==> config.mk <==
export PLATFORM = sky130hd
export DESIGN_NAME = double_to_sig16b_flat
export DESIGN_NICKNAME = d
export VERILOG_FILES = /design/src/rtl/double_to_sig16b_pkg.sv /design/src/rtl/double_to_sig16b_if.sv /design/src/rtl/double_classify.sv /design/src/rtl/double_to_sig16b.sv /design/src/flat_wrapper.sv
export SDC_FILE = /design/constraint.sdc
export NUM_CORES = 1
export LEC_CHECK = 0
export CORE_MARGIN = 3
export CORE_UTILIZATION = 40
export DETAILED_ROUTE_END_ITERATION = 8
export GPL_TIMING_DRIVEN = 0
export PLACE_DENSITY = 0.75
export SYNTH_ARGS = -nofsm -noshare
export SYNTH_HDL_FRONTEND = slang
export SYNTH_SLANG_ARGS = --single-unit
==> constraint.sdc <==
create_clock -name clk -period 4.8 [get_ports clk]
set_input_delay 0.48 -clock clk [delete_from_list [all_inputs] [get_ports clk]]
set_output_delay 0.48 -clock clk [all_outputs]
set_load 0.01 [all_outputs]
==> src/rtl/double_to_sig16b_pkg.sv <==
`default_nettype none
// ============================================================================
// Module      : double_to_sig16b_pkg
// Description : Shared constants and types for the binary64 -> 16-bit
//               sign-magnitude sample converter.
// Revision    : 1.0 - initial release
// ============================================================================
package double_to_sig16b_pkg;

    localparam int          DOUBLE_BIAS = 1023;
    localparam int          EXP_W       = 11;
    localparam int          FRAC_W      = 52;
    localparam int          SAMPLE_W    = 16;
    localparam logic [14:0] MAG_MAX     = 15'h7FFF;
    localparam int          CNT_W       = 4;

    typedef enum logic [1:0] {
        ST_IDLE  = 2'd0,
        ST_SHIFT = 2'd1,
        ST_DONE  = 2'd2
    } state_t;

    // Operand classes as seen by the converter
    typedef enum logic [1:0] {
        CLS_ZERO   = 2'd0,  // zero, subnormal or |x| < 1.0
        CLS_NAN    = 2'd1,
        CLS_MAX    = 2'd2,  // infinity or |x| >= 32768.0
        CLS_NORMAL = 2'd3   // 1.0 <= |x| < 32768.0
    } class_t;

endpackage
`default_nettype wire

==> src/rtl/double_to_sig16b_if.sv <==
`default_nettype none
// ============================================================================
// Module      : double_to_sig16b_if
// Description : Request/result bundle of the converter.
//               start/double : conversion request and operand (master drives)
//               sig16b/sat   : result sample and saturation flag
//               busy/done    : status and one-cycle result-valid pulse
// Revision    : 1.0 - initial release
// ============================================================================
interface double_to_sig16b_if;
    logic        start;
    logic [63:0] double;
    logic [15:0] sig16b;
    logic        busy;
    logic        done;
    logic        sat;

    modport master (output start, double, input  sig16b, busy, done, sat);
    modport slave  (input  start, double, output sig16b, busy, done, sat);
endinterface
`default_nettype wire

==> src/rtl/double_classify.sv <==
`default_nettype none
// ============================================================================
// Module      : double_classify
// Description : Combinational classification of a binary64 operand.
//   i_double : operand
//   o_class  : zero/small, NaN, saturating, or normal in-range
//   o_count  : right-shift count 15-e (meaningful for CLS_NORMAL only)
//   o_sign   : operand sign bit
// Revision    : 1.0 - initial release
// ============================================================================
module double_classify
    import double_to_sig16b_pkg::*;
(
    input  wire logic [63:0]      i_double,
    output class_t                o_class,
    output logic [CNT_W-1:0]      o_count,
    output logic                  o_sign
);

    logic [EXP_W-1:0]  w_exp_b;
    logic [FRAC_W-1:0] w_frac;
    logic [11:0]       w_e;     // signed unbiased exponent

    assign w_exp_b = i_double[62:52];
    assign w_frac  = i_double[51:0];
    assign w_e     = {1'b0, w_exp_b} - 12'(DOUBLE_BIAS);
    assign o_sign  = i_double[63];
    // Only valid for 0 <= e <= 14, where the low nibble alone suffices
    assign o_count = 4'd15 - w_e[3:0];

    always_comb begin
        o_class = CLS_NORMAL;
        if (w_exp_b == '1) begin
            o_class = (w_frac != '0) ? CLS_NAN : CLS_MAX;
        end else if ((w_exp_b == '0) || w_e[11]) begin
            o_class = CLS_ZERO;
        end else if (w_e >= 12'd15) begin
            o_class = CLS_MAX;
        end
    end

endmodule
`default_nettype wire

==> src/rtl/double_to_sig16b.sv <==
`default_nettype none
// ============================================================================
// Module      : double_to_sig16b
// Description : Converts an IEEE-754 binary64 operand into a 16-bit
//               sign-magnitude sample, truncating toward zero and clamping
//               to +/-0x7FFF. In-range values are scaled by a serial right
//               shifter, one bit per cycle.
//   clk, rst : clock, synchronous active-high reset
//   bus      : request/result bundle (slave side)
// Revision    : 1.0 - initial release
// ============================================================================
module double_to_sig16b
    import double_to_sig16b_pkg::*;
(
    input  wire logic          clk,
    input  wire logic          rst,
    double_to_sig16b_if.slave  bus
);

    state_t                r_state;
    state_t                w_next_state;
    logic [SAMPLE_W-1:0]   r_shift;
    logic [CNT_W-1:0]      r_count;
    logic                  r_sign;
    logic [SAMPLE_W-1:0]   r_sig16b;
    logic                  r_sat;

    class_t                w_class;
    logic [CNT_W-1:0]      w_count;
    logic                  w_sign;
    logic                  w_accept;
    logic                  w_last;
    logic [SAMPLE_W-1:0]   w_shifted;

    double_classify u_classify (
        .i_double (bus.double),
        .o_class  (w_class),
        .o_count  (w_count),
        .o_sign   (w_sign)
    );

    assign w_accept  = (r_state == ST_IDLE) && bus.start;
    assign w_last    = (r_count == 4'd1);
    assign w_shifted = r_shift >> 1;

    always_ff @(posedge clk) begin
        if (rst) begin
            r_state <= ST_IDLE;
        end else begin
            r_state <= w_next_state;
        end
    end

    always_comb begin
        w_next_state = r_state;
        case (r_state)
            ST_IDLE: begin
                if (bus.start) begin
                    w_next_state = (w_class == CLS_NORMAL) ? ST_SHIFT : ST_DONE;
                end
            end
            ST_SHIFT: begin
                if (w_last) begin
                    w_next_state = ST_DONE;
                end
            end
            ST_DONE: w_next_state = ST_IDLE;
            default: w_next_state = ST_IDLE;
        endcase
    end

    // Result registers change only on the edge that enters DONE, so they
    // stay stable through SHIFT and hold afterwards until the next result.
    always_ff @(posedge clk) begin
        if (rst) begin
            r_shift  <= '0;
            r_count  <= '0;
            r_sign   <= 1'b0;
            r_sig16b <= '0;
            r_sat    <= 1'b0;
        end else if (w_accept) begin
            r_sign <= w_sign;
            case (w_class)
                CLS_ZERO: begin
                    r_sig16b <= '0;
                    r_sat    <= 1'b0;
                end
                CLS_NAN: begin
                    r_sig16b <= '0;
                    r_sat    <= 1'b1;
                end
                CLS_MAX: begin
                    r_sig16b <= {w_sign, MAG_MAX};
                    r_sat    <= 1'b1;
                end
                default: begin
                    // Implicit leading one plus the top 15 fraction bits;
                    // shifting right by 15-e leaves floor(|x|).
                    r_shift <= {1'b1, bus.double[51:37]};
                    r_count <= w_count;
                end
            endcase
        end else if (r_state == ST_SHIFT) begin
            r_shift <= w_shifted;
            r_count <= r_count - 4'd1;
            if (w_last) begin
                // Suppress negative zero
                r_sig16b <= {r_sign & (|w_shifted[14:0]), w_shifted[14:0]};
                r_sat    <= 1'b0;
            end
        end
    end

    assign bus.sig16b = r_sig16b;
    assign bus.sat    = r_sat;
    assign bus.done   = (r_state == ST_DONE);
    assign bus.busy   = (r_state != ST_IDLE);

endmodule
`default_nettype wire

==> src/flat_wrapper.sv <==
// flat-port wrapper written by rule: the top's interface ports become plain ports
module double_to_sig16b_flat import double_to_sig16b_pkg::*;
  (clk, rst, bus_start, bus_double, bus_sig16b, bus_busy, bus_done, bus_sat);
  double_to_sig16b_if bus_i ();
  input  wire logic clk;
  input  wire logic rst;
  input wire logic [$bits(bus_i.start)-1:0] bus_start;
  input wire logic [$bits(bus_i.double)-1:0] bus_double;
  output wire logic [$bits(bus_i.sig16b)-1:0] bus_sig16b;
  output wire logic [$bits(bus_i.busy)-1:0] bus_busy;
  output wire logic [$bits(bus_i.done)-1:0] bus_done;
  output wire logic [$bits(bus_i.sat)-1:0] bus_sat;
  assign bus_i.start = bus_start;
  assign bus_i.double = bus_double;
  assign bus_sig16b = bus_i.sig16b;
  assign bus_busy = bus_i.busy;
  assign bus_done = bus_i.done;
  assign bus_sat = bus_i.sat;
  double_to_sig16b u_core (.clk(clk), .rst(rst), .bus(bus_i));
endmodule
==> results.cfg <==
[outcome]
status = finished, final reports clean

[clock_tree]
cts_tree = built
post_cts_buffers = 0
cts_hold_buf = 0
cts-resized-gates = 0
clk_latency_ns = 0.30
cts.sinks = 39
cts-root-buf = clkbuf_8
numCtsBuffers = 5
cts_buffer_depth = 2
h-tree-depth = 2
cts.reportedPaths.clkPinSlew_ns = 0.08

[sta]
fin_crit_ns = 3.866
slew_headroom = 0.5160
fmax_mhz = 258.6
clock_skew_ns = 0.01173
hold_viol = 0
tns_ns = 0
tightest_slew_ns = 0.7166
final_max_slew_viol_count = 0
rsz0062_at_grt = false
final.period_utilization = 0.8055
setup_viol = 0

[route]
avgViaCountPerCell = 5.607
wire_per_inst_um = 15.00
ant_nets = 0
dr.pass1.iters = 4
route.detailed.drc = 0
num_vias = 2411
finalWirelength_um = 6450
drtIter0Drc = 176

[placed_design]
dp_cells = 422
gp_congestion = 0.8863
io_buffer_count = 82
hpwl_um = 5171

[setup_path]
cp-start-kind = primary input
crit_type = in2reg
r2r-start = u_core.r_state[1]
ff2ff_path_depth = 5
worstPathArrival_ns = 4.01
ff2ff_setup_slack_ns = 3.05
reg2reg_to = u_core.bus.sig16b[2]
cp-endpoint = u_core.r_shift[14]
cp_max_fo = 10
worstSetupStartpoint = bus_double[52]
crit_path_end_kind = flop
required_ns = 4.94

[synthesis]
netlist.top_cell.by_area = dfxtp_1
yosysWarnings = 0
mappedNetlistArea_mm2 = 0.002181
synth_fp_nets = 345
async_flop_share = 0
synth_area_per_cell_um2 = 8.077
ys_ff_latch = 39
synth_top_cell_area_share = 0.3580
synth-edff-count = 0
ys_types = 42
synth_area_leaders = dfxtp_1 36%, a311oi_1 12%, nand2_1 7.2%, nor2_1 6.0%, nor4_1 5.2%
synth_ff_type = dfxtp_1
synth-seq-area-share = 0.3580
synth_cells = 270

[global_route]
grt_antenna_before_repair = 0
grt_usage = 0.2076
grt_max_degree = 13
grt_pass1_vias = 2295
grt_pass1_wl_um = 10480
grt_overflow_total = 0

[pwr]
irDropWorstVdd_v = 0.0001292
power_switching_uw = 193.4
power_leakage_uw = 0.001075
pwr-share-seq = 0.472
p_sw_frac = 0.2679
cellPowerDensity_mw_per_mm2 = 227.4
comb_power_share = 0.226
pwr-share-clk = 0.302
intPower_uw = 528.5

[finish]
antenna_cells = 0
layout_common_cells = 82 x clkdlybuf4s50_1, 42 x nand2_1, 39 x dfxtp_1, 35 x nor2_1, 31 x a311oi_1
drive_gt1_frac = 0.06389
final-instance-count-excl-fill = 430
finish.net_count = 434
final_common_cell = clkdlybuf4s50_1
area_growth_pct = 45.55

[floorplanning]
initial_utilization = 0.4190
rows = 26
die_h_um = 79.84
io_pins = 86
dieArea_mm2 = 0.006374
core_area_mm2 = 0.005205
die_w_um = 79.84

[min_path]
whs_path_depth = 2
min_path_type = reg2reg

[flow_run]
cap_violations = 0
## per-stage QoR
stage | setup WS (ns) | power, uW | utilization | hold slack, ns | instance area (um^2)
2_1_floorplan | 1.845 | 414.2 | - | 0.4366 | 2181
3_3_place_gp | 0.7597 | 508.6 | 0.5935 | 0.4459 | 3089
3_5_place_dp | 0.6885 | 510.5 | 0.5935 | 0.4532 | 3089
4_1_cts | 1.000 | 722.4 | 0.6099 | 0.4666 | 3174
5_1_grt | 0.7018 | 752.2 | 0.6099 | 0.4839 | 3174
6_report | 0.9337 | 721.9 | 0.6099 | 0.4691 | 3174
## critical path, stage by stage
cell and delay [ns]:
clkdlybuf4s50_1 0.58, ha_1 0.32, inv_1 0.13, nor4_1 0.25, a2bb2o_1 0.33, o41ai_1 0.50, ha_1 0.30, a21oi_1 0.10
nor2_1 0.41, clkbuf_1 0.44, a311oi_1 0.16
## registers in the layout, indices dropped and copies added (netlist names)
| signal | count |
|---|---|
| u_core.r_sign | 1 |
| u_core.r_count | 4 |
| u_core.bus.sat | 1 |
| u_core.bus.sig16b | 16 |
| u_core.r_state | 2 |
| u_core.r_shift | 15 |
## metal layers
layer | part of all wire | vias up | wire (um) | GRT usage
met5 | 0 | - | 0 | 0
met4 | 0.022 | 0 | 140 | 0.08277
met3 | 0.068 | 16 | 441 | 0.03160
met2 | 0.50 | 101 | 3210 | 0.3681
met1 | 0.41 | 1097 | 2657 | 0.2493
li1 | - | 1197 | - | -
## cell families after synthesis
family	Yosys count	share of synthesized area
buffers and inverters	30	0.06540
adder cells (fa/ha/maj)	8	0.04590
AND/OR/NAND/NOR	128	0.2880
XOR/XNOR	3	0.01205
AO/OA/AOI/OAI	62	0.2306
flip-flops	39	0.3580
## worst min path at each step
stage / startpoint / to / slack (ns)
global route: u_core.r_sign / u_core.r_sign / 0.48
finish: u_core.r_sign / u_core.r_sign / 0.47
floorplan: u_core.r_sign / u_core.r_sign / 0.44
global placement: u_core.r_sign / u_core.r_sign / 0.45
CTS: u_core.r_sign / u_core.r_sign / 0.47
detailed placement: u_core.r_sign / u_core.r_sign / 0.45
## power by group through the flow
stage	Combinational (uW)	Clock, uW	Sequential (uW)
floorplan	61.1	0	353
global placement	161	0	348
detailed placement	162	0	349
CTS	163	219	341
global route	177	233	342
finish	163	218	341
## synth_stat cells, drive strengths merged, types with 2 or more instances
cell type and count:
a21oi 7, a221oi 2, a22oi 2, a311oi 31, buf 10, clkbuf 9
dfxtp 39, ha 8, inv 11, nand2 42, nand3 10, nand4 6
nor2 35, nor2b 2, nor3 6, nor3b 2, nor4 18, o21ai 6
o311ai 2, o31a 2, o41ai 2, or3b 3, xor2 2
## area by class of cell
class / count / area (um^2)
Fill cell: 503 / 2031
Multi-Input combinational cell: 201 / 1257
Timing Repair Buffer: 82 / 820.8
Sequential cell: 39 / 780.7
Buffer: 19 / 101.3
Tap cell: 70 / 87.58
Clock buffer: 6 / 72.57
Inverter: 11 / 41.29
Clock inverter: 2 / 12.51
(Power assumes the default switching activity.)
